$ cat config.mk
export PLATFORM = sky130hd
export DESIGN_NAME = temporal_neuron
export DESIGN_NICKNAME = d
export VERILOG_FILES = /design/src/rtl/temporal_neuron.sv
export SDC_FILE = /design/constraint.sdc
export NUM_CORES = 1
export LEC_CHECK = 0
export BUFFER_PORTS_ARGS = -buffer_cell sky130_fd_sc_hd__buf_2
export CAP_MARGIN = 25
export CORE_UTILIZATION = 34
export DETAILED_ROUTE_END_ITERATION = 12
export HOLD_SLACK_MARGIN = 0.03
export PLACE_DENSITY = 0.54
export SYNTH_ARGS = -nofsm -noshare
export SYNTH_HDL_FRONTEND = slang
export SYNTH_SLANG_ARGS = --single-unit
$ cat constraint.sdc
create_clock -name clk -period 11.8 [get_ports clk]
set_input_delay 0.59 -clock clk [delete_from_list [all_inputs] [get_ports clk]]
set_output_delay 0.59 -clock clk [all_outputs]
set_load 0.01 [all_outputs]
$ cat src/rtl/temporal_neuron.sv
// temporal_neuron
//   Ramp-no-leak (RNL) temporal neuron. It integrates NUM_INPUTS spike lines
//   over one gamma cycle of TIME_PERIOD steps and reports its own firing step
//   in the same temporal code. TIME_PERIOD on out_time means "no spike".
//   The neuron owns the gamma-cycle counter and drives time_val back to the
//   upstream spike_generation stages, so both stages compare against one step.
//
//   Configuration macros:
//     TN_TIME_PERIOD              default for TIME_PERIOD (normally supplied
//                                 by internal_defines.vh; 8 if not defined)
//     TEMPORAL_NEURON_INHIBIT_EN  adds the inhibit input and a sticky
//                                 inhibited flag that suppresses firing
//
// Ports:
//   clk        in   rising-edge clock
//   rst        in   synchronous, active-high reset
//   start      in   begin a gamma cycle (sampled only in IDLE)
//   in_spikes  in   [NUM_INPUTS] spike lines, level, sampled every RUN cycle
//   weights    in   [NUM_INPUTS*WEIGHT_W] unsigned weights, synapse i at
//                   [i*WEIGHT_W +: WEIGHT_W]; stable during RUN
//   threshold  in   [POT_W] firing threshold; stable during RUN
//   inhibit    in   (TEMPORAL_NEURON_INHIBIT_EN only) block firing
//   time_val   out  [TW] current time step
//   busy       out  high in RUN and DONE
//   out_spike  out  one-cycle pulse on the cycle after the threshold crossing
//   out_time   out  [TW] firing step, TIME_PERIOD if the neuron did not fire
//   out_valid  out  one-cycle pulse in DONE; out_time is final while high

`ifndef TN_TIME_PERIOD
`define TN_TIME_PERIOD 8
`endif

module temporal_neuron #(
    parameter int NUM_INPUTS  = 8,
    parameter int TIME_PERIOD = `TN_TIME_PERIOD,
    parameter int WEIGHT_W    = 3,
    parameter int TW          = $clog2(TIME_PERIOD) + 1,
    parameter int POT_W       = WEIGHT_W + $clog2(NUM_INPUTS) + $clog2(TIME_PERIOD) + 1
) (
    input  logic                           clk,
    input  logic                           rst,
    input  logic                           start,
    input  logic [NUM_INPUTS-1:0]          in_spikes,
    input  logic [NUM_INPUTS*WEIGHT_W-1:0] weights,
    input  logic [POT_W-1:0]               threshold,
`ifdef TEMPORAL_NEURON_INHIBIT_EN
    input  logic                           inhibit,
`endif
    output logic [TW-1:0]                  time_val,
    output logic                           busy,
    output logic                           out_spike,
    output logic [TW-1:0]                  out_time,
    output logic                           out_valid
);

    localparam logic [TW-1:0] LAST_STEP = TW'(TIME_PERIOD - 1);
    localparam logic [TW-1:0] NO_SPIKE  = TW'(TIME_PERIOD);

    typedef enum logic [1:0] {IDLE, RUN, DONE} state_t;

    state_t                  state;
    logic [NUM_INPUTS-1:0]   arrived;
    logic [NUM_INPUTS-1:0]   arrived_next;
    logic [POT_W-1:0]        potential;
    logic [POT_W-1:0]        contrib;
    logic [POT_W:0]          pot_sum;
    logic [POT_W-1:0]        pot_next;
    logic                    fired;
    logic                    fire_enable;
    logic                    fire_now;

`ifdef TEMPORAL_NEURON_INHIBIT_EN
    logic inhibited;
    // Inhibit seen on the same edge as a crossing already blocks that fire.
    assign fire_enable = !(inhibited || inhibit);
`else
    assign fire_enable = 1'b1;
`endif

    // NOTE: every variable gets a default before the loop/branches so the
    // combinational block cannot infer a latch.
    always_comb begin
        // A line counts from its first high cycle to the end of the gamma
        // cycle: the ramp keeps adding its weight every step.
        arrived_next = arrived | in_spikes;
        contrib      = '0;
        for (int i = 0; i < NUM_INPUTS; i++) begin
            if (arrived_next[i])
                contrib = contrib + POT_W'(weights[i*WEIGHT_W +: WEIGHT_W]);
        end
        // One extra bit catches the carry so the potential saturates
        // instead of wrapping.
        pot_sum  = {1'b0, potential} + {1'b0, contrib};
        pot_next = pot_sum[POT_W] ? {POT_W{1'b1}} : pot_sum[POT_W-1:0];
        fire_now = (pot_next >= threshold) && !fired && fire_enable;
    end

    // NOTE: all state uses non-blocking assignments so every register samples
    // the pre-edge values, independent of statement order.
    always_ff @(posedge clk) begin
        if (rst) begin
            state     <= IDLE;
            time_val  <= '0;
            busy      <= 1'b0;
            out_spike <= 1'b0;
            out_valid <= 1'b0;
            out_time  <= NO_SPIKE;
            potential <= '0;
            fired     <= 1'b0;
            arrived   <= '0;
`ifdef TEMPORAL_NEURON_INHIBIT_EN
            inhibited <= 1'b0;
`endif
        end else begin
            // Pulse outputs default low; only the cycle that sets them holds them.
            out_spike <= 1'b0;
            out_valid <= 1'b0;
            case (state)
                IDLE: begin
                    if (start) begin
                        state     <= RUN;
                        busy      <= 1'b1;
                        time_val  <= '0;
                        potential <= '0;
                        fired     <= 1'b0;
                        arrived   <= '0;
                        out_time  <= NO_SPIKE;
`ifdef TEMPORAL_NEURON_INHIBIT_EN
                        inhibited <= 1'b0;
`endif
                    end
                end
                RUN: begin
                    arrived   <= arrived_next;
                    potential <= pot_next;
`ifdef TEMPORAL_NEURON_INHIBIT_EN
                    inhibited <= inhibited | inhibit;
`endif
                    if (fire_now) begin
                        fired     <= 1'b1;
                        out_time  <= time_val;
                        out_spike <= 1'b1;
                    end
                    // time_val holds on the last step so it never shows
                    // TIME_PERIOD while busy.
                    if (time_val == LAST_STEP) begin
                        state     <= DONE;
                        out_valid <= 1'b1;
                    end else begin
                        time_val  <= time_val + TW'(1);
                    end
                end
                DONE: begin
                    state <= IDLE;
                    busy  <= 1'b0;
                end
                default: begin
                    state <= IDLE;
                    busy  <= 1'b0;
                end
            endcase
        end
    end

endmodule

==> out/qor.json <==
{
  "diodes": 0,
  "synth_cell_types": 45,
  "wirelength_um": 6380,
  "post-route-min-period_ns": 10.63,
  "cpLargestDelayFamily": "compound AO/OA/AOI/OAI gates",
  "synth_compound_area_share_pct": 18.9,
  "layout.cells.most_common": "sky130_fd_sc_hd__buf_2",
  "combinationalPowerShare_pct": 61.7,
  "drt.antenna.violating_nets": 0,
  "yosysWarnings": 0,
  "antenna_found_initial": 0,
  "ctsLongestPathBuffers": 2,
  "buffer_ports.inserted": 55,
  "timing.hold.worst.start": "fired",
  "final_min_period_over_clock_period_pct": 90.1,
  "timing.critical_path.to_type": "flop",
  "muxShareOfSynthArea_pct": 7.34,
  "worst_path_required_ns": 11.98,
  "maxSlewHeadroom_pct": 47.6,
  "min_delay_path_depth": 1,
  "post_synthesis_simple_gate_area_fraction_pct": 15.7,
  "cts_root_buf": "sky130_fd_sc_hd__clkbuf_8",
  "power.switching_w": 0.000249,
  "post-route-drc-count": 0,
  "multi_input_comb_area_mm2": 0.00224,
  "worst-path-buf-inv": 4,
  "synth-seq-area-share_pct": 21.1,
  "regArea_um2": 641,
  "total_power_per_unit_cell_area_mw_per_mm2": 178,
  "area_growth_syn_to_layout_pct": 17.8,
  "worst-endpoint-arrival_ns": 10.81,
  "worst_ir_drop_on_vdd_uv": 62.1,
  "grt_first_pass_wirelength_um": 10900,
  "post_route_cells_drive_above_1_share_pct": 19.7,
  "clock_latency_ns": 0.28,
  "worst_clock_skew_ns": 0.00920,
  "drt-wirelength-per-cell_um": 12.1,
  "cts_resized": 0,
  "timing_worst_setup_path_type": "in -> reg",
  "post_synthesis_adder_cell_area_fraction_pct": 22.9,
  "global_route.usage.total_pct": 15.0,
  "pin_count_of_the_biggest_net_entering_global_routing": 14,
  "floorplan_die_width_um": 96.5,
  "worstPathMaxFanout": 9,
  "core_area_mm2": 0.00868,
  "final.fill_count": 924,
  "final-max-slew-violation-count": 0,
  "post_cts_hold_buffer_count": 0,
  "fmax_mhz": 94.0,
  "share_of_total_power_in_the_clock_network_pct": 18.5,
  "max_stage_delay_ns": 0.57,
  "syn_inst": 359,
  "worstMarginPinSlew_ns": 0.784,
  "gp_congestion": 0.778,
  "drt-pass1-iter-count": 4,
  "drt-vias-per-instance": 4.86,
  "final_net_count": 515,
  "postSynth.topFlopCell": "sky130_fd_sc_hd__dfxtp_1",
  "async_flop_share_pct": 0,
  "initial_core_util_pct": 35.0,
  "initialDrtViolationCount": 66,
  "yosys.area.top_type": "sky130_fd_sc_hd__dfxtp_1",
  "io-pin-count": 56,
  "fin_hold_ws_ns": 0.459,
  "p_int_w": 0.000389,
  "fraction_of_synthesized_cell_area_taken_by_the_top_area_cell_type_pct": 21.1,
  "synthXorXnorAreaFrac_pct": 8.78,
  "setup-violations-final": 0,
  "total_leakage_power_nw": 1.81,
  "grt.overflow.total": 0,
  "syn_avg_cell_area_um2": 8.46,
  "worst_r2r_startpoint": "arrived[0]",
  "route.vias.total": 2573,
  "ys_seq_elements": 32,
  "syn_area_mm2": 0.00304,
  "seqPwrFrac_pct": 19.8,
  "postCtsSetupRepairBufs": 0,
  "floorplan.die.height_um": 96.5,
  "vias_in_the_first_global_route": 2449,
  "final_hold_viol_count": 0,
  "detailed_place_hpwl_um": 5340,
  "hp-class": "reg -> reg",
  "r2r.worst_path.cells": 42,
  "worst_setup_hold_path_clk_slew_ns": 0.07,
  "die_area_mm2": 0.00931,
  "clkSinkCount": 32,
  "status": "completed",
  "synth-edff-count": 0,
  "holdPathEnd": "fired",
  "cts_tree": "done",
  "sw_frac_of_total_pct": 39.0,
  "cts_htree_levels": 2,
  "numCtsBuffers": 5,
  "ff2ff_setup_slack_ns": 1.24,
  "area_contributors_post_synth": "sky130_fd_sc_hd__dfxtp_1, sky130_fd_sc_hd__ha_1, sky130_fd_sc_hd__fa_1",
  "sum_of_negative_setup_slack_ns": 0,
  "crit-reg2reg-capture": "fired",
  "mostFrequentLayoutCells": "sky130_fd_sc_hd__buf_2, sky130_fd_sc_hd__nor2_1, sky130_fd_sc_hd__ha_1",
  "placementRows": 34,
  "number_of_max_capacitance_violations_reported": 0,
  "main_combinational_cell_family_by_area_after_synthesis": "adder cells",
  "type_of_element_launching_the_critical_path": "primary input",
  "timing.critical_path.slowest_stage_cell": "sky130_fd_sc_hd__a2bb2oi_1",
  "rsz0062_at_grt": "false"
}
## per-stage QoR
| step | cell area (um2) | total power (W) | util [%] | setup slack, ns | cells |
|---|---|---|---|---|---|
| floorplan | 3040 | 0.000451 | - | 1.49 | 360 |
| global placement | 3440 | 0.000521 | 39.7 | 1.00 | 520 |
| detailed placement | 3440 | 0.000529 | 39.7 | 0.742 | 520 |
| CTS | 3570 | 0.000651 | 41.1 | 1.02 | 528 |
| global route | 3580 | 0.000707 | 41.2 | 0.293 | 529 |
| finish | 3580 | 0.000638 | 41.2 | 1.17 | 529 |
## worst reg2reg max path, delay by kind of cell (launching register included)
kind                     cells  cell delay, ns
AO/OA/AOI/OAI               18            4.04
XOR/XNOR                     1            0.14
adder cells (fa/ha/maj)     10            3.99
buffers and inverters        4            0.37
flip-flops                   1            0.33
multiplexers                 4            1.04
AND/OR/NAND/NOR              5            0.52
## synthesized netlist by cell type, types with 2 or more instances
cell type	instances
sky130_fd_sc_hd__ha_1	42
sky130_fd_sc_hd__o22ai_1	3
sky130_fd_sc_hd__nor2b_1	9
sky130_fd_sc_hd__mux2_2	6
sky130_fd_sc_hd__xnor2_1	18
sky130_fd_sc_hd__inv_1	38
sky130_fd_sc_hd__nand3b_1	2
sky130_fd_sc_hd__o21ai_0	12
sky130_fd_sc_hd__nand2_1	16
sky130_fd_sc_hd__dfxtp_1	32
sky130_fd_sc_hd__clkbuf_1	3
sky130_fd_sc_hd__o21bai_1	4
sky130_fd_sc_hd__a211oi_1	6
sky130_fd_sc_hd__mux2i_1	5
sky130_fd_sc_hd__mux2_4	7
sky130_fd_sc_hd__or2_2	2
sky130_fd_sc_hd__a21oi_1	27
sky130_fd_sc_hd__nand2b_1	10
sky130_fd_sc_hd__nand4_1	2
sky130_fd_sc_hd__xor2_1	8
sky130_fd_sc_hd__nor3_1	7
sky130_fd_sc_hd__a22o_1	9
sky130_fd_sc_hd__o21a_1	3
sky130_fd_sc_hd__a21o_1	15
sky130_fd_sc_hd__fa_1	8
sky130_fd_sc_hd__nor2_1	42
sky130_fd_sc_hd__nand3_1	5
## power groups by stage
stage | Clock, W | Combinational, W | Sequential (W)
finish | 0.000118 | 0.000394 | 0.000126
global route | 0.000127 | 0.000452 | 0.000128
CTS | 0.000122 | 0.000403 | 0.000126
detailed placement | 0 | 0.000401 | 0.000129
global placement | 0 | 0.000392 | 0.000129
floorplan | 0 | 0.000324 | 0.000128
## cells by family (layout without fill, tap and decap cells)
group / count (synthesis) / after routing
fa+ha+maj: 51 / 51
other cells: 1 / 2
mux: 18 / 18
xor+xnor: 28 / 28
compound gates: 87 / 87
simple gates: 100 / 100
buf+inv: 42 / 103
flops: 32 / 32
## flip-flops by register name, indices dropped and copies added, names as in the netlist
signal,cells
time_val,4
state,2
out_time,4
out_valid,1
busy,1
arrived,8
potential,10
out_spike,1
fired,1
## routing by layer
layer	up-vias	GRT usage [%]	routed length, um
li1	1376	-	-
met1	1144	19.3	3090
met2	48	25.5	2930
met3	5	3.05	296
met4	0	4.04	58
met5	-	0	0
## how the worst max path moves through the flow
stage | cells after the start | to | start | slack [ns]
after floorplan | 42 | fired | in_spikes[0] | 1.49
after global placement | 41 | fired | in_spikes[0] | 1.00
after detailed placement | 41 | fired | in_spikes[0] | 0.74
after CTS | 41 | fired | in_spikes[0] | 1.02
after global routing | 41 | fired | in_spikes[0] | 0.29
final | 41 | fired | in_spikes[0] | 1.17
## layout make-up
class	count	area share, %
Inverter	38	3.99
Timing Repair Buffer	57	8.12
Clock buffer	7	2.69
Multi-Input combinational cell	286	62.7
Sequential cell	32	17.9
Clock inverter	1	0.840
Tap cell	108	3.78
Note: power is estimated with default switching activity, not from simulation.
